## config.mk

```make
export PLATFORM = sky130hd
export DESIGN_NAME = mesi_array_ctrl
export DESIGN_NICKNAME = d
export VERILOG_FILES = /design/src/rtl/mesi_array_ctrl.sv
export SDC_FILE = /design/constraint.sdc
export NUM_CORES = 1
export LEC_CHECK = 0
export ABC_AREA = 1
export BUFFER_PORTS_ARGS = -buffer_cell sky130_fd_sc_hd__buf_2
export CORE_MARGIN = 10
export CORE_UTILIZATION = 45
export CTS_CLUSTER_SIZE = 20
export DETAILED_ROUTE_END_ITERATION = 16
export PLACE_DENSITY = 0.64
export SYNTH_ARGS = -nofsm -noshare
export SYNTH_HDL_FRONTEND = slang
export SYNTH_SLANG_ARGS = --single-unit
```

## constraint.sdc

```tcl
create_clock -name clk -period 3.4 [get_ports clk]
set_input_delay 1.02 -clock clk [delete_from_list [all_inputs] [get_ports clk]]
set_output_delay 1.02 -clock clk [all_outputs]
set_load 0.05 [all_outputs]
```

## src/rtl/mesi_array_ctrl.sv

```systemverilog
// mesi_array_ctrl: SETS x WAYS array of MESI line states with a small control FSM.
// Local (L1) requests and bus snoops are decoded against the addressed line. The result is
// registered, so each response appears exactly one cycle after the request is accepted.
// Ports:
//   clk, rstb                 clock, asynchronous active-low reset
//   req_valid/req_ready       request handshake
//   req_cmd, req_set, req_way request command and line address
//   req_hit, C_in             tag match, shared indication from other caches
//   resp_valid, state_out     response strobe, line state after the update
//   bus_op, l1_msg            bus action, message to the L1
//   snoop_res, C_out          snoop result, high on HIT/HITM
module mesi_array_ctrl #(
  parameter int unsigned SETS = 16,
  parameter int unsigned WAYS = 4
) (
  input  logic                      clk,
  input  logic                      rstb,
  input  logic                      req_valid,
  output logic                      req_ready,
  input  logic [2:0]                req_cmd,
  input  logic [$clog2(SETS)-1:0]   req_set,
  input  logic [$clog2(WAYS)-1:0]   req_way,
  input  logic                      req_hit,
  input  logic                      C_in,
  output logic                      resp_valid,
  output logic [1:0]                state_out,
  output logic [2:0]                bus_op,
  output logic [2:0]                l1_msg,
  output logic [1:0]                snoop_res,
  output logic                      C_out
);
  localparam int unsigned SW = $clog2(SETS);

  localparam logic [2:0] CmdNop = 3'd0, CmdRd = 3'd1, CmdWr = 3'd2, CmdSnpRd = 3'd3;
  localparam logic [2:0] CmdSnpWr = 3'd4, CmdSnpRwim = 3'd5, CmdSnpInv = 3'd6, CmdClear = 3'd7;
  localparam logic [1:0] MesiI = 2'd0, MesiS = 2'd1, MesiE = 2'd2, MesiM = 2'd3;
  localparam logic [2:0] BusNull = 3'd0, BusRead = 3'd1, BusWrite = 3'd2, BusInv = 3'd3;
  localparam logic [2:0] BusRwim = 3'd4;
  localparam logic [2:0] L1Null = 3'd0, L1Get = 3'd1, L1Send = 3'd2, L1Inv = 3'd3;
  localparam logic [2:0] L1Evict = 3'd4;
  localparam logic [1:0] SnpNoHit = 2'd0, SnpHit = 2'd1, SnpHitM = 2'd2;

  typedef enum logic [1:0] {StIdle, StResp, StWb2, StClr} state_t;

  state_t          state_q, state_d;
  logic [1:0]      mem_q [SETS][WAYS];
  logic [SW-1:0]   clr_q, clr_d;
  logic            resp_q, resp_d;
  logic [1:0]      st_out_q, st_out_d;
  logic [2:0]      bus_q, bus_d, l1_q, l1_d;
  logic [1:0]      snp_q, snp_d;
  // Second beat of a dirty-victim miss, captured at accept time.
  logic [1:0]      pend_st_q, pend_st_d;
  logic [2:0]      pend_bus_q, pend_bus_d, pend_l1_q, pend_l1_d;

  logic [1:0] stored, cur, new_st, new_snp;
  logic [2:0] new_bus, new_l1;
  logic       has_resp, local_cmd, accept, victim_dirty, mem_we;

  assign req_ready  = (state_q == StIdle) || (state_q == StResp);
  assign accept     = req_valid && req_ready;
  assign resp_valid = resp_q;
  assign state_out  = st_out_q;
  assign bus_op     = bus_q;
  assign l1_msg     = l1_q;
  assign snoop_res  = snp_q;
  assign C_out      = resp_q && (snp_q != SnpNoHit);

  // Protocol decode of the addressed line; a tag miss looks up as I.
  always_comb begin
    stored    = mem_q[req_set][req_way];
    cur       = req_hit ? stored : MesiI;
    new_st    = cur;
    new_bus   = BusNull;
    new_l1    = L1Null;
    new_snp   = SnpNoHit;
    has_resp  = 1'b1;
    local_cmd = 1'b0;
    case (req_cmd)
      CmdNop, CmdClear: has_resp = 1'b0;
      CmdRd: begin
        local_cmd = 1'b1;
        new_l1    = L1Send;
        if (cur == MesiI) begin
          new_st  = C_in ? MesiS : MesiE;
          new_bus = BusRead;
        end
      end
      CmdWr: begin
        local_cmd = 1'b1;
        new_st    = MesiM;
        new_l1    = L1Get;
        if (cur == MesiS)      new_bus = BusInv;
        else if (cur == MesiI) new_bus = BusRwim;
      end
      CmdSnpRd: begin
        if (cur == MesiM) begin
          new_st = MesiS; new_bus = BusWrite; new_l1 = L1Get; new_snp = SnpHitM;
        end else if (cur != MesiI) begin
          new_st = MesiS; new_snp = SnpHit;
        end
      end
      CmdSnpRwim: begin
        new_st = MesiI;
        if (cur == MesiM) begin
          new_bus = BusWrite; new_l1 = L1Evict; new_snp = SnpHitM;
        end else if (cur != MesiI) begin
          new_l1 = L1Inv; new_snp = SnpHit;
        end
      end
      CmdSnpInv: begin
        if (cur == MesiS) begin
          new_st = MesiI; new_l1 = L1Inv; new_snp = SnpHit;
        end
      end
      CmdSnpWr: ;
      default: ;
    endcase
    victim_dirty = local_cmd && !req_hit && (stored == MesiM);
    // Snoop misses refer to some other tag, so they must not touch the stored line.
    mem_we = accept && has_resp && (req_hit || local_cmd);
  end

  always_comb begin
    state_d    = state_q;
    clr_d      = clr_q;
    resp_d     = 1'b0;
    st_out_d   = st_out_q;
    bus_d      = BusNull;
    l1_d       = L1Null;
    snp_d      = SnpNoHit;
    pend_st_d  = pend_st_q;
    pend_bus_d = pend_bus_q;
    pend_l1_d  = pend_l1_q;
    unique case (state_q)
      StIdle, StResp: begin
        state_d = StIdle;
        if (accept) begin
          if (req_cmd == CmdClear) begin
            state_d = StClr;
            clr_d   = '0;
          end else if (has_resp) begin
            resp_d  = 1'b1;
            state_d = StResp;
            if (victim_dirty) begin
              st_out_d   = MesiI;
              bus_d      = BusWrite;
              l1_d       = L1Evict;
              pend_st_d  = new_st;
              pend_bus_d = new_bus;
              pend_l1_d  = new_l1;
              state_d    = StWb2;
            end else begin
              st_out_d = new_st;
              bus_d    = new_bus;
              l1_d     = new_l1;
              snp_d    = new_snp;
            end
          end
        end
      end
      StWb2: begin
        resp_d   = 1'b1;
        st_out_d = pend_st_q;
        bus_d    = pend_bus_q;
        l1_d     = pend_l1_q;
        state_d  = StResp;
      end
      StClr: begin
        clr_d = clr_q + 1'b1;
        if (clr_q == SW'(SETS - 1)) begin
          resp_d   = 1'b1;
          st_out_d = MesiI;
          clr_d    = '0;
          state_d  = StResp;
        end
      end
      default: state_d = StIdle;
    endcase
  end

  always_ff @(posedge clk or negedge rstb) begin
    if (!rstb) begin
      state_q    <= StIdle;
      clr_q      <= '0;
      resp_q     <= 1'b0;
      st_out_q   <= MesiI;
      bus_q      <= BusNull;
      l1_q       <= L1Null;
      snp_q      <= SnpNoHit;
      pend_st_q  <= MesiI;
      pend_bus_q <= BusNull;
      pend_l1_q  <= L1Null;
    end else begin
      state_q    <= state_d;
      clr_q      <= clr_d;
      resp_q     <= resp_d;
      st_out_q   <= st_out_d;
      bus_q      <= bus_d;
      l1_q       <= l1_d;
      snp_q      <= snp_d;
      pend_st_q  <= pend_st_d;
      pend_bus_q <= pend_bus_d;
      pend_l1_q  <= pend_l1_d;
    end
  end

  always_ff @(posedge clk or negedge rstb) begin
    if (!rstb) begin
      for (int s = 0; s < SETS; s++) begin
        for (int w = 0; w < WAYS; w++) mem_q[s][w] <= MesiI;
      end
    end else if (state_q == StClr) begin
      for (int w = 0; w < WAYS; w++) mem_q[clr_q][w] <= MesiI;
    end else if (mem_we) begin
      mem_q[req_set][req_way] <= new_st;
    end
  end

endmodule

```

# Word-level counts from Yosys, hierarchy flattened
# Cells that the tools add are included.
# word_totals
ff_bits,153
# op_classes
add_sub_neg,1
order_cmp,6
eq_ne,18
n_mux,79
bitwise,13
n_reduce_logical,26
# ops
op,n
128-bit AND,4
128-bit NOT,4
128-bit 2-to-1 mux,2
8-bit demux with 4-bit select,5
128-bit bitwise mux,1
2-bit 2-to-1 mux,29
3-bit 2-to-1 mux,11
8-bit binary-select mux with 4-bit select,1
8-bit 2-to-1 mux,4
4-bit 2-to-1 mux,4
3-bit one-hot mux with 5 select lines,1
2-bit one-hot mux with 3 select lines,2
3-bit one-hot mux with 2 select lines,2
5-bit >= comparator (second input constant),2
5-bit by 1-bit less-than comparator with 1-bit output (second input constant),2
2-bit != test (second input constant),5
4-bit NOT with 5-bit output,2
2-bit one-hot mux with 5 select lines,1
3-bit == test (second input constant),3
1-bit logical AND,9
1-bit 2-to-1 mux,9
3-bit one-hot mux with 3 select lines,1
2-bit == test (second input constant),4
4-bit one-hot mux with 2 select lines,1
23 further kinds,34

# Longest topological paths before layout
# Gate-level depths: netlist of run 1.
# depth
ltp_word,17
ltp_mapped,26
ltp_nobuf,22

# Worst setup path before layout of run 1
# Ideal clock, no wire load.
# synth_path
path_type,input to register
start,input req_set[1]
end,register mem_q[99] in the netlist's numbering
setup_ns,0.065
arrival_ns,3.378
t_required_ns,3.335
setup_slack_ns,-0.043
cell_stages,25
path_buffers,4
path_cell_list,buf_6 -> inv_6 -> nand2_4 -> inv_2 -> buf_4 -> nand2_1 -> nand4_1 -> nand2_1 -> nand2_1 -> nor2_1 -> nor2_1 -> nor2_1 -> a21oi_2 -> inv_1 -> ha_1 -> nand2_1 -> a31oi_1 -> or2_2 -> nand2_1 -> buf_6 -> buf_6 -> nand2_1 -> nand2_1 -> nand2_1 -> nand2_1
# synth_between
elab_chain_len,15
elab_cells_between_ends,25
cone_classes,2 x order compare; 2 x eq/ne; 17 x mux; 1 x bitwise; 3 x reduce/logical
# synth_lines
item,line_no,source
"start, declared",21,"input logic [$clog2(SETS)-1:0] req_set,"
4-bit NOT with 5-bit output (not written as such) (*),"71, 216",
8-bit binary-select mux with 4-bit select,71,stored = mem_q[req_set][req_way];
8-bit 2-to-1 mux (not written as such) (2 in series),71,
2-bit binary-select mux with 2-bit select,71,
2-bit 2-to-1 mux (not written as such) (2 in series),71,
2-bit 2-to-1 mux,72,cur = req_hit ? stored : MesiI;
2-bit nonzero test,99,end else if (cur != MesiI) begin
2-bit 2-to-1 mux,99,
2-bit 2-to-1 mux,97,if (cur == MesiM) begin
2-bit one-hot mux with 5 select lines,79,case (req_cmd)
128-bit bitwise mux (*),216,mem_q[req_set][req_way] <= new_st;
128-bit 2-to-1 mux (*),215,end else if (mem_we) begin
128-bit 2-to-1 mux (*),213,end else if (state_q == StClr) begin
"end signal, assigned by index",216,
"end, declared",46,logic [1:0] mem_q [SETS][WAYS];
# Every way passes the cells marked *; elsewhere a longest branch is shown, timed or not. The select of a mux whose other input is x is not followed.
# A chain may end at the register's enable or synchronous reset.

# Worst setup path in the final report of run 1
# layout_path
start,input req_set[0]
end,register mem_q[17] in the netlist's numbering
# The elaborated chain is that of the path after synthesis.

==> results of run 1 <==
where the power goes:
group	leakage [nW]	switching, mW	total, mW	internal [mW]
combinational	3.78	1.29	2.13	0.841
clock	0.311	0.843	2.12	1.28
sequential	1.89	0.654	3.12	2.47
worst max-delay path, stage by stage:
cell and delay, ns:
buf_12 0.12, buf_8 0.12, nor2_4 0.20, buf_12 0.15, nand2_1 0.07, nand4_1 0.09, nand2_1 0.05, nand2_1 0.08
nor2_1 0.05, nor2_1 0.13, nor2_2 0.06, a21oi_2 0.19, inv_2 0.08, ha_4 0.18, nand2_4 0.08, buf_6 0.09
nand2_1 0.04, o211ai_1 0.09, nand2_1 0.11, nand2_4 0.13, nand2_8 0.12, clkbuf_16 0.23, a21oi_2 0.14
final timing paths:
kind / endpoint / slack [ns] / cells after the start
min in group asynchronous: bus_op[1] / 0.58 / 1
min: pend_l1_q[0] / 0.49 / 2
max reg2reg: mem_q[17] / 0.61 / 19
min reg2reg: pend_l1_q[0] / 0.49 / 2
max in group asynchronous: mem_q[60] / 2.11 / 2
max: mem_q[17] / 0.12 / 23
routing by layer:
metal / vias up / routed length, um / part of all wire (%) / track usage [%]
li1: 4990 / - / - / -
met2: 414 / 15100 / 46 / 34.4
met5: - / 0 / 0 / 0
met1: 4795 / 14400 / 44 / 30.2
met3: 67 / 2260 / 6.9 / 3.28
met4: 0 / 962 / 2.9 / 8.02
synthesized netlist by cell type, types with 5 or more instances:
| cell type | instances | area, sq um |
|---|---|---|
| a22oi_1 | 5 | 37.5 |
| nand2_1 | 398 | 1490 |
| a21oi_1 | 274 | 1370 |
| clkbuf_1 | 28 | 105 |
| nor3_1 | 65 | 325 |
| inv_1 | 143 | 537 |
| buf_4 | 9 | 67.6 |
| o21ai_0 | 31 | 155 |
| ha_1 | 8 | 100 |
| nor2_1 | 220 | 826 |
| buf_6 | 5 | 56.3 |
| o21ai_1 | 9 | 45.0 |
| o31ai_1 | 6 | 45.0 |
| nand3_1 | 77 | 385 |
| dfrtp_1 | 153 | 3830 |
| buf_2 | 23 | 115 |
| nand4_1 | 14 | 87.6 |
cell families (layout without fill, tap and decap cells):
family                     count (synthesis)  count (layout)  synth area share [%]
xor gates and xnor gates                   2               2                 0.179
AOI/OAI and AO/OA                        337             337                  17.7
adders and majority gates                  8               8                  1.02
buffers and inverters                    217             287                  9.38
DFF                                      153             153                  39.1
and+or+nand+nor                          783             783                  32.6
area by class of cell:
cell class / instances / area share, %
Multi-Input combinational cell: 1130 / 45.1
Sequential cell: 153 / 32.8
Timing Repair Buffer: 107 / 8.87
Inverter: 148 / 4.84
Clock buffer: 19 / 3.88
Tap cell: 275 / 2.94
Clock inverter: 13 / 1.64
stage by stage:
| stage | cells | instance area (sq um) | worst slack (ns) | hold slack [ns] | TNS, ns |
|---|---|---|---|---|---|
| after global placement | 1802 | 10600 | -0.523 | 0.470 | -61.27 |
| after global routing | 1845 | 11700 | -0.0376 | 0.515 | -0.787 |
| final | 1845 | 11700 | 0.124 | 0.490 | 0 |
| after CTS | 1834 | 11300 | 0.0288 | 0.492 | 0 |
| after floorplan | 1500 | 9810 | 0.00962 | 0.453 | 0 |
| after detailed placement | 1802 | 10600 | -0.554 | 0.476 | -62.82 |
repair_timing:
action	4_1_cts	5_1_grt
pin swaps	1	25
buffers inserted	0	6
setup endpoints to repair	62	133
gates resized for setup	4	69
gates cloned	0	6
hold buffers	0	0
flip-flops by register name (all words and copies together), names as in the netlist:
register,cells
bus_op,3
clr_q,4
l1_msg,3
mem_q,128
pend_bus_q,3
pend_l1_q,3
pend_st_q,2
resp_valid,1
snoop_res,2
state_out,2
state_q,2
==> results.sh, run 1 <==
export IMPL_hold_class="reg -> reg"
export IMPL_cts_tree="built"
export IMPL_grt_usage_pct=22.0
export IMPL_routedWlPerCell_um=17.7
export IMPL_hp_start="pend_l1_q[0]"
export IMPL_syn_num_nets=1522
export IMPL_cts_sinks=153
export IMPL_final_layout_size_suffix_gt1_share_pct=12.7
export IMPL_multi_input_area_sq_um=5270
export IMPL_yosysWarnings=0
export IMPL_drv_slew=0
export IMPL_fin_util_pct=55.1
export IMPL_place_congestion=0.962
export IMPL_p_total_mw=7.38
export IMPL_avgSynthCellArea_sq_um=6.53
export IMPL_vias=10266
export IMPL_die_h_um=168
export IMPL_fin_crit_sh_pct=96.4
export IMPL_r2r_start="mem_q[67]"
export IMPL_antenna_left=0
export IMPL_first_iter_violations=1128
export IMPL_fin_crit_ns=3.28
export IMPL_io_buffers=26
export IMPL_ys_seq_area_share_pct=39.1
export IMPL_antenna_found_initial=0
export IMPL_cts_max_path_buffers=2
export IMPL_worstSetupStartpointType="input port"
export IMPL_core_area_sq_um=21200
export IMPL_syn_area_sq_um=9800
export IMPL_powerDensity_nw_per_um2=631
export IMPL_mostFrequentLayoutCells="nand2_1 (392), a21oi_1 (253), nor2_1 (217), dfrtp_1 (153), inv_1 (140)"
export IMPL_root_buffer="clkbuf_16"
export IMPL_ioPinCount=27
export IMPL_initial_core_util_pct=46.2
export IMPL_dpl_hpwl_um=22000
export IMPL_final_common_cell="nand2_1"
export IMPL_grt_pass1_vias=9262
export IMPL_cp_startpoint="req_set[0]"
export IMPL_relSlewSlack_pct=33.4
export IMPL_cp_arrival_ns=3.64
export IMPL_outcome="complete, no violations"
export IMPL_drt_total_wl_um=32700
export IMPL_path_class="in -> reg"
export IMPL_max_cap_viol_count=0
export IMPL_synth_seq_cells=153
export IMPL_hold_viol_final=0
export IMPL_required_ns=3.77
export IMPL_numCtsBuffers=17
export IMPL_fmaxAchievable_mhz=305
export IMPL_insertedDiodeCount=0
export IMPL_detail_route_vias_per_cell=5.56
export IMPL_async_flop_share_pct=100
export IMPL_die_area_sq_um=28100
export IMPL_nFillCells=2094
export IMPL_area_growth_pct=19.2
export IMPL_nets=1579
export IMPL_synth_ff_type="dfrtp_1"
export IMPL_clk_pin_slew_worst_paths_ns=0.07
export IMPL_htree_levels=4
export IMPL_grt_pass1_wl_um=50400
export IMPL_num_rows=53
export IMPL_regArea_sq_um=3830
export IMPL_cp_max_fo=8
export IMPL_ys_types=34
export IMPL_ir_drop_v=0.000381
export IMPL_synth_edf_count=0
export IMPL_dr_pass1_iters=5
export IMPL_die_w_um=168
export IMPL_netlist_instances=1500
export IMPL_tightest_slew_ns=0.999
export IMPL_clk_latency_ns=0.44
export IMPL_setup_viol=0
export IMPL_critPathCaptureType="flip-flop"
export IMPL_grt_ovfl_total=0
export IMPL_p_leak_nw=5.98
export IMPL_grt_max_degree=78
export IMPL_skew_ns=0.0122
export IMPL_drc=0
(Power assumes the default switching activity.)
==> run 2, diff against run 1 <==
Settings changed: CORE_UTILIZATION 45 to 40, PLACE_DENSITY 0.64 to 0.58.
==> run 2 against run 1 <==
Against the previous run: combinational power grew 14%; largest cell class unchanged; non-clock buffer count grew 17; critical path type unchanged; maximum frequency shrank 2.7%; clock skew shrank 0.0027 ns; critical endpoint is now mem_q[27]; hold slack is essentially flat; sequential power is essentially flat; critical path depth is the same.
==> results.sh, run 2 (same netlist as run 1, synthesis figures left out) <==
export IMPL_outcome="complete, no violations"
export IMPL_vias=10596
export IMPL_worstSetupStartpointType="input port"
export IMPL_die_area_sq_um=31200
export IMPL_clk_pin_slew_worst_paths_ns=0.07
export IMPL_cts_tree="built"
export IMPL_first_iter_violations=1123
export IMPL_initial_core_util_pct=40.4
export IMPL_r2r_start="mem_q[95]"
export IMPL_die_w_um=177
export IMPL_hold_buffers=0
export IMPL_cp_arrival_ns=3.69
export IMPL_max_cap_viol_count=0
export IMPL_routedWlPerCell_um=18.4
export IMPL_hold_viol_final=0
export IMPL_path_class="in -> reg"
export IMPL_place_congestion=0.927
export IMPL_r2r_setup_slack_ns=0.59
export IMPL_num_rows=57
export IMPL_tightest_slew_ns=0.882
export IMPL_multi_input_area_sq_um=5640
export IMPL_powerDensity_nw_per_um2=603
export IMPL_top_regs="mem_q x128, clr_q x4"
export IMPL_drt_total_wl_um=35100
export IMPL_detail_route_vias_per_cell=5.54
export IMPL_nets=1597
export IMPL_dp_cells=1859
export IMPL_hold_class="reg -> reg"
export IMPL_core_area_sq_um=24200
export IMPL_clk_latency_ns=0.44
export IMPL_largest_reg_flops=128
export IMPL_antenna_found_initial=0
export IMPL_dpl_hpwl_um=22500
export IMPL_finalNonFillerCells=1912
export IMPL_drc=0
export IMPL_hold_depth=2
export IMPL_relSlewSlack_pct=41.2
export IMPL_cp_slowest_cell="a31oi_1"
export IMPL_final_layout_size_suffix_gt1_share_pct=17.5
export IMPL_cts_max_path_buffers=2
export IMPL_grt_usage_pct=20.6
export IMPL_fmaxAchievable_mhz=297
export IMPL_htree_levels=4
export IMPL_die_h_um=177
export IMPL_root_buffer="clkbuf_16"
export IMPL_regArea_sq_um=3830
export IMPL_grt_pass1_vias=9501
export IMPL_tns_ns=0
export IMPL_setup_slack_ns=0.0318
export IMPL_fin_crit_sh_pct=99.1
export IMPL_r2r_end="mem_q[27]"
export IMPL_cts_sinks=153
export IMPL_nFillCells=2405
export IMPL_dr_pass1_iters=6
export IMPL_rsz0062_at_grt="yes"
export IMPL_grt_ovfl_total=0
export IMPL_ioPinCount=27
export IMPL_antenna_left=0
export IMPL_p_leak_nw=6.16
export IMPL_cp_max_fo=11
export IMPL_numCtsBuffers=17
export IMPL_final_common_cell="nand2_1"
export IMPL_hp_start="pend_st_q[0]"
export IMPL_regMostFlops="mem_q"
export IMPL_hold_slack_ns=0.491
export IMPL_min_to="pend_st_q[0]"
export IMPL_io_buffers=26
export IMPL_drv_slew=0
export IMPL_dp_slack_ns=-0.506
export IMPL_required_ns=3.72
export IMPL_setup_viol=0
export IMPL_path_cells="buf_12, buf_4, nand2_4, inv_2, buf_12, nand2_1, nand3_2, nand2_1, nand2_1, nor2_1, nor2_1, nor2_2, nand2_1, nand2_2, ha_4, nand2_4, a31oi_1, o211ai_1, nand2_1, nand2_4, nand2_8, clkbuf_16, a21oi_4"
export IMPL_area_growth_pct=26.4
export IMPL_max_stage_delay_ns=0.23
export IMPL_critPathCaptureType="flip-flop"
export IMPL_grt_pass1_wl_um=51800
export IMPL_fin_crit_ns=3.37
export IMPL_mostFrequentLayoutCells="nand2_1 (389), a21oi_1 (216), nor2_1 (215), dfrtp_1 (153), inv_1 (138)"
export IMPL_crit_path_frequent_cell="nand2_1"
export IMPL_grt_max_degree=71
export IMPL_ir_drop_v=0.000352
export IMPL_skew_ns=0.00946
export IMPL_r2r_cells=18
export IMPL_insertedDiodeCount=0
## run 2: cell count changes in the layout (fill, tap and decap cells not counted), moves of 5 or more
cell	delta
a21oi_1	-37
a21oi_2	+33
nand3_1	-19
nand3_2	+14
buf_12	+7
clkbuf_16	+6
inv_6	+6
nand2_4	+5
nand3_4	+5
## run 2: where the power goes
part | internal, mW | total (mW) | switching [mW] | leakage (nW)
sequential | 2.47 | 3.09 | 0.618 | 1.89
clock | 1.04 | 1.96 | 0.917 | 0.288
combinational | 0.965 | 2.42 | 1.46 | 3.98
total | 4.47 | 7.47 | 2.99 | 6.16
## run 2: through the flow
stage	area, sq um	utilization [%]	total power [mW]
after floorplan	9810	-	4.22
after global placement	10800	44.6	4.98
after detailed placement	10800	44.6	5.02
after CTS	11400	47.1	6.99
after global routing	12400	51.1	7.88
final	12400	51.1	7.47
## run 2: repair_timing
action	CTS	global route
endpoints found under the setup margin	60	137
gates resized for setup	6	147
gates cloned	0	15
pin swaps	2	44
buffers inserted	1	5
## run 2: how the worst max path moves through the flow
stage,startpoint,end,cells after the start
2_1_floorplan,req_set[1],mem_q[73],26
3_3_place_gp,req_set[0],l1_msg[0],24
3_5_place_dp,req_set[0],mem_q[69],23
4_1_cts,req_set[0],mem_q[49],21
5_1_grt,req_set[0],mem_q[117],23
6_report,req_set[0],mem_q[27],23
## run 2: final cells by class
class / instances / share of cell area [%]
Clock buffer: 17 / 3.43
Tap cell: 324 / 3.27
Clock inverter: 15 / 1.27
Inverter: 148 / 4.61
Timing Repair Buffer: 124 / 11.0
Multi-Input combinational cell: 1131 / 45.5
Sequential cell: 153 / 30.9
## run 2: per-layer routing
layer	wire length (um)	up-vias	GRT usage [%]
li1	-	5042	-
met1	15400	5040	28.7
met2	16400	454	32.4
met3	2530	60	3.37
met4	828	0	5.88
met5	0	-	0
## run 2: worst max-delay path, delay by kind of cell
| kind | cells | cell delay (ns) |
|---|---|---|
| simple gates | 14 | 1.40 |
| fa+ha+maj | 1 | 0.18 |
| compound gates | 3 | 0.41 |
| buf+inv | 5 | 0.65 |
==> run 3, diff against run 2 <==
Settings changed: CELL_PAD_IN_SITES_DETAIL_PLACEMENT set to 2, CELL_PAD_IN_SITES_GLOBAL_PLACEMENT set to 2, CORE_UTILIZATION 40 to 35, PLACE_DENSITY 0.58 to 0.83.
==> run 3 against run 2 <==
Against the previous run: sequential power grew 9.1%; clock skew grew 0.014 ns; critical endpoint is now mem_q[91]; largest power group unchanged; sequential share of layout area is 1.2 points lower; clock power up 12%; flip-flop and latch count is the same; highest routed layer unchanged; maximum frequency down 16%; first-iteration DRC count increased by 20%; register-to-register slack lost 0.72 ns; the run now ends with setup timing left; non-clock buffer count grew 6.
==> results.sh, run 3 (same netlist as run 1, synthesis figures left out) <==
export IMPL_insertedDiodeCount=0
export IMPL_hp_start="pend_l1_q[2]"
export IMPL_cts_sinks=153
export IMPL_path_class="in -> reg"
export IMPL_hold_slack_ns=0.509
export IMPL_setup_slack_ns=-0.617
export IMPL_p_leak_nw=6.33
export IMPL_first_iter_violations=1350
export IMPL_rsz0062_at_grt="yes"
export IMPL_p_total_mw=8.76
export IMPL_mostFrequentLayoutCells="nand2_1 (340), a21oi_1 (217), nor2_1 (204), dfrtp_1 (153), inv_1 (137)"
export IMPL_root_buffer="clkbuf_16"
export IMPL_placedInstanceArea_sq_um=10800
export IMPL_die_h_um=187
export IMPL_core_area_sq_um=27700
export IMPL_hold_class="reg -> reg"
export IMPL_grt_max_degree=62
export IMPL_skew_ns=0.0230
export IMPL_nets=1603
export IMPL_antenna_left=0
export IMPL_final_layout_size_suffix_gt1_share_pct=21.5
export IMPL_num_rows=61
export IMPL_fin_crit_ns=4.02
export IMPL_max_cap_viol_count=0
export IMPL_cp_max_fo=9
export IMPL_detail_route_vias_per_cell=6.43
export IMPL_r2r_setup_slack_ns=-0.13
export IMPL_drt_total_wl_um=64400
export IMPL_grt_pass1_vias=13289
export IMPL_regMostFlops="mem_q"
export IMPL_antenna_found_initial=0
export IMPL_grt_usage_pct=30.6
export IMPL_fin_crit_sh_pct=118
export IMPL_die_area_sq_um=35100
export IMPL_grt_ovfl_total=0
export IMPL_place_congestion=0.872
export IMPL_tightest_slew_ns=1.15
export IMPL_relSlewSlack_pct=23.4
export IMPL_initial_core_util_pct=35.4
export IMPL_critPathCaptureType="flip-flop"
export IMPL_largest_reg_flops=128
export IMPL_vias=12669
export IMPL_dr_pass1_iters=5
export IMPL_cts_max_path_buffers=2
export IMPL_powerDensity_nw_per_um2=681
export IMPL_hold_depth=2
export IMPL_io_buffers=26
export IMPL_top_regs="mem_q x128, clr_q x4"
export IMPL_r2r_end="mem_q[91]"
export IMPL_routedWlPerCell_um=32.7
export IMPL_r2r_start="mem_q[29]"
export IMPL_dpl_hpwl_um=31200
export IMPL_die_w_um=187
export IMPL_fmaxAchievable_mhz=249
export IMPL_r2r_cells=22
export IMPL_ioPinCount=27
export IMPL_htree_levels=4
export IMPL_outcome="finished with violations"
export IMPL_dp_cells=1910
export IMPL_dp_slack_ns=-0.603
export IMPL_ir_drop_v=0.000401
export IMPL_finalNonFillerCells=1971
export IMPL_setup_viol=139
export IMPL_final_common_cell="nand2_1"
export IMPL_min_to="pend_l1_q[2]"
export IMPL_hold_viol_final=0
export IMPL_fin_area_sq_um=12900
export IMPL_drv_slew=0
export IMPL_drc=0
export IMPL_area_growth_pct=31.2
export IMPL_cts_tree="built"
export IMPL_clk_pin_slew_worst_paths_ns=0.07
export IMPL_required_ns=3.73
export IMPL_cp_arrival_ns=4.35
export IMPL_failed_checks="setup timing"
export IMPL_worstSetupStartpointType="input port"
export IMPL_clk_latency_ns=0.48
export IMPL_grt_pass1_wl_um=83200
export IMPL_numCtsBuffers=17
==> run 3: report_power, final <==
part / internal, mW / switching, mW / total [mW]
logic: 1.06 / 2.13 / 3.19
registers: 2.46 / 0.907 / 3.37
clock network: 1.19 / 1.01 / 2.20
total: 4.71 / 4.05 / 8.76
==> run 3: critical path, stage by stage <==
cell and delay, ns:
buf_12 0.12, buf_12 0.15, buf_6 0.15, nand2_1 0.07, o21ai_0 0.16, nand2_1 0.20, nand3_1 0.17, nand2_1 0.14
nand2_2 0.09, nor2_4 0.12, nor2_4 0.06, nor2_4 0.17, a21oi_4 0.08, inv_2 0.09, ha_4 0.21, nand2_4 0.10
a31oi_4 0.21, o211ai_1 0.15, nand2_1 0.13, nand2_4 0.10, buf_6 0.16, clkbuf_16 0.18, nand2_2 0.06, nand2_1 0.05
nand2_1 0.10, nand2_1 0.10
==> run 3: worst max-delay path by stage <==
stage          startpoint    endpoint  slack (ns)  depth (start not counted)
4_1_cts        req_set[0]  mem_q[105]       -0.05                         25
3_3_place_gp   req_set[0]   mem_q[49]       -0.42                         21
2_1_floorplan  req_set[1]   mem_q[73]        0.01                         26
6_report       req_set[0]   mem_q[91]       -0.62                         26
3_5_place_dp   req_set[0]  mem_q[111]       -0.60                         23
5_1_grt        req_set[0]   mem_q[11]       -0.59                         26
==> run 3: routing by layer <==
layer | vias to the layer above | part of all wire [%] | global-route usage (%) | routed length [um]
li1 | 5017 | - | - | -
met1 | 6447 | 37 | 34.1 | 23700
met2 | 817 | 47 | 51.5 | 30000
met3 | 388 | 7.4 | 5.78 | 4780
met4 | 0 | 9.2 | 22.0 | 5960
met5 | - | 0 | 0 | 0
==> run 3: per-stage QoR <==
stage               utilization, %  TNS (ns)
CTS                           43.4    -0.240
global route                  46.4    -49.52
detailed placement            39.0    -73.16
finish                        46.4    -48.97
floorplan                        -         0
global placement              39.0    -44.20
==> run 3: final cells by class <==
type | instances | area, sq um
flip-flops and latches | 153 | 3830
clock inverters | 12 | 166
multi-input cells | 1131 | 5980
clock buffers | 19 | 443
fillers | 3159 | 14800
well taps | 378 | 473
repair buffers | 130 | 1380
inverters | 148 | 586
==> run 3: repair_timing <==
| item | in CTS | in global routing |
|---|---|---|
| resized for setup | 104 | 160 |
| hold buffers | 0 | 0 |
| gates cloned | 5 | 7 |
| pin swaps | 25 | 59 |
| setup endpoints to repair | 135 | 137 |
| setup buffers | 11 | 9 |
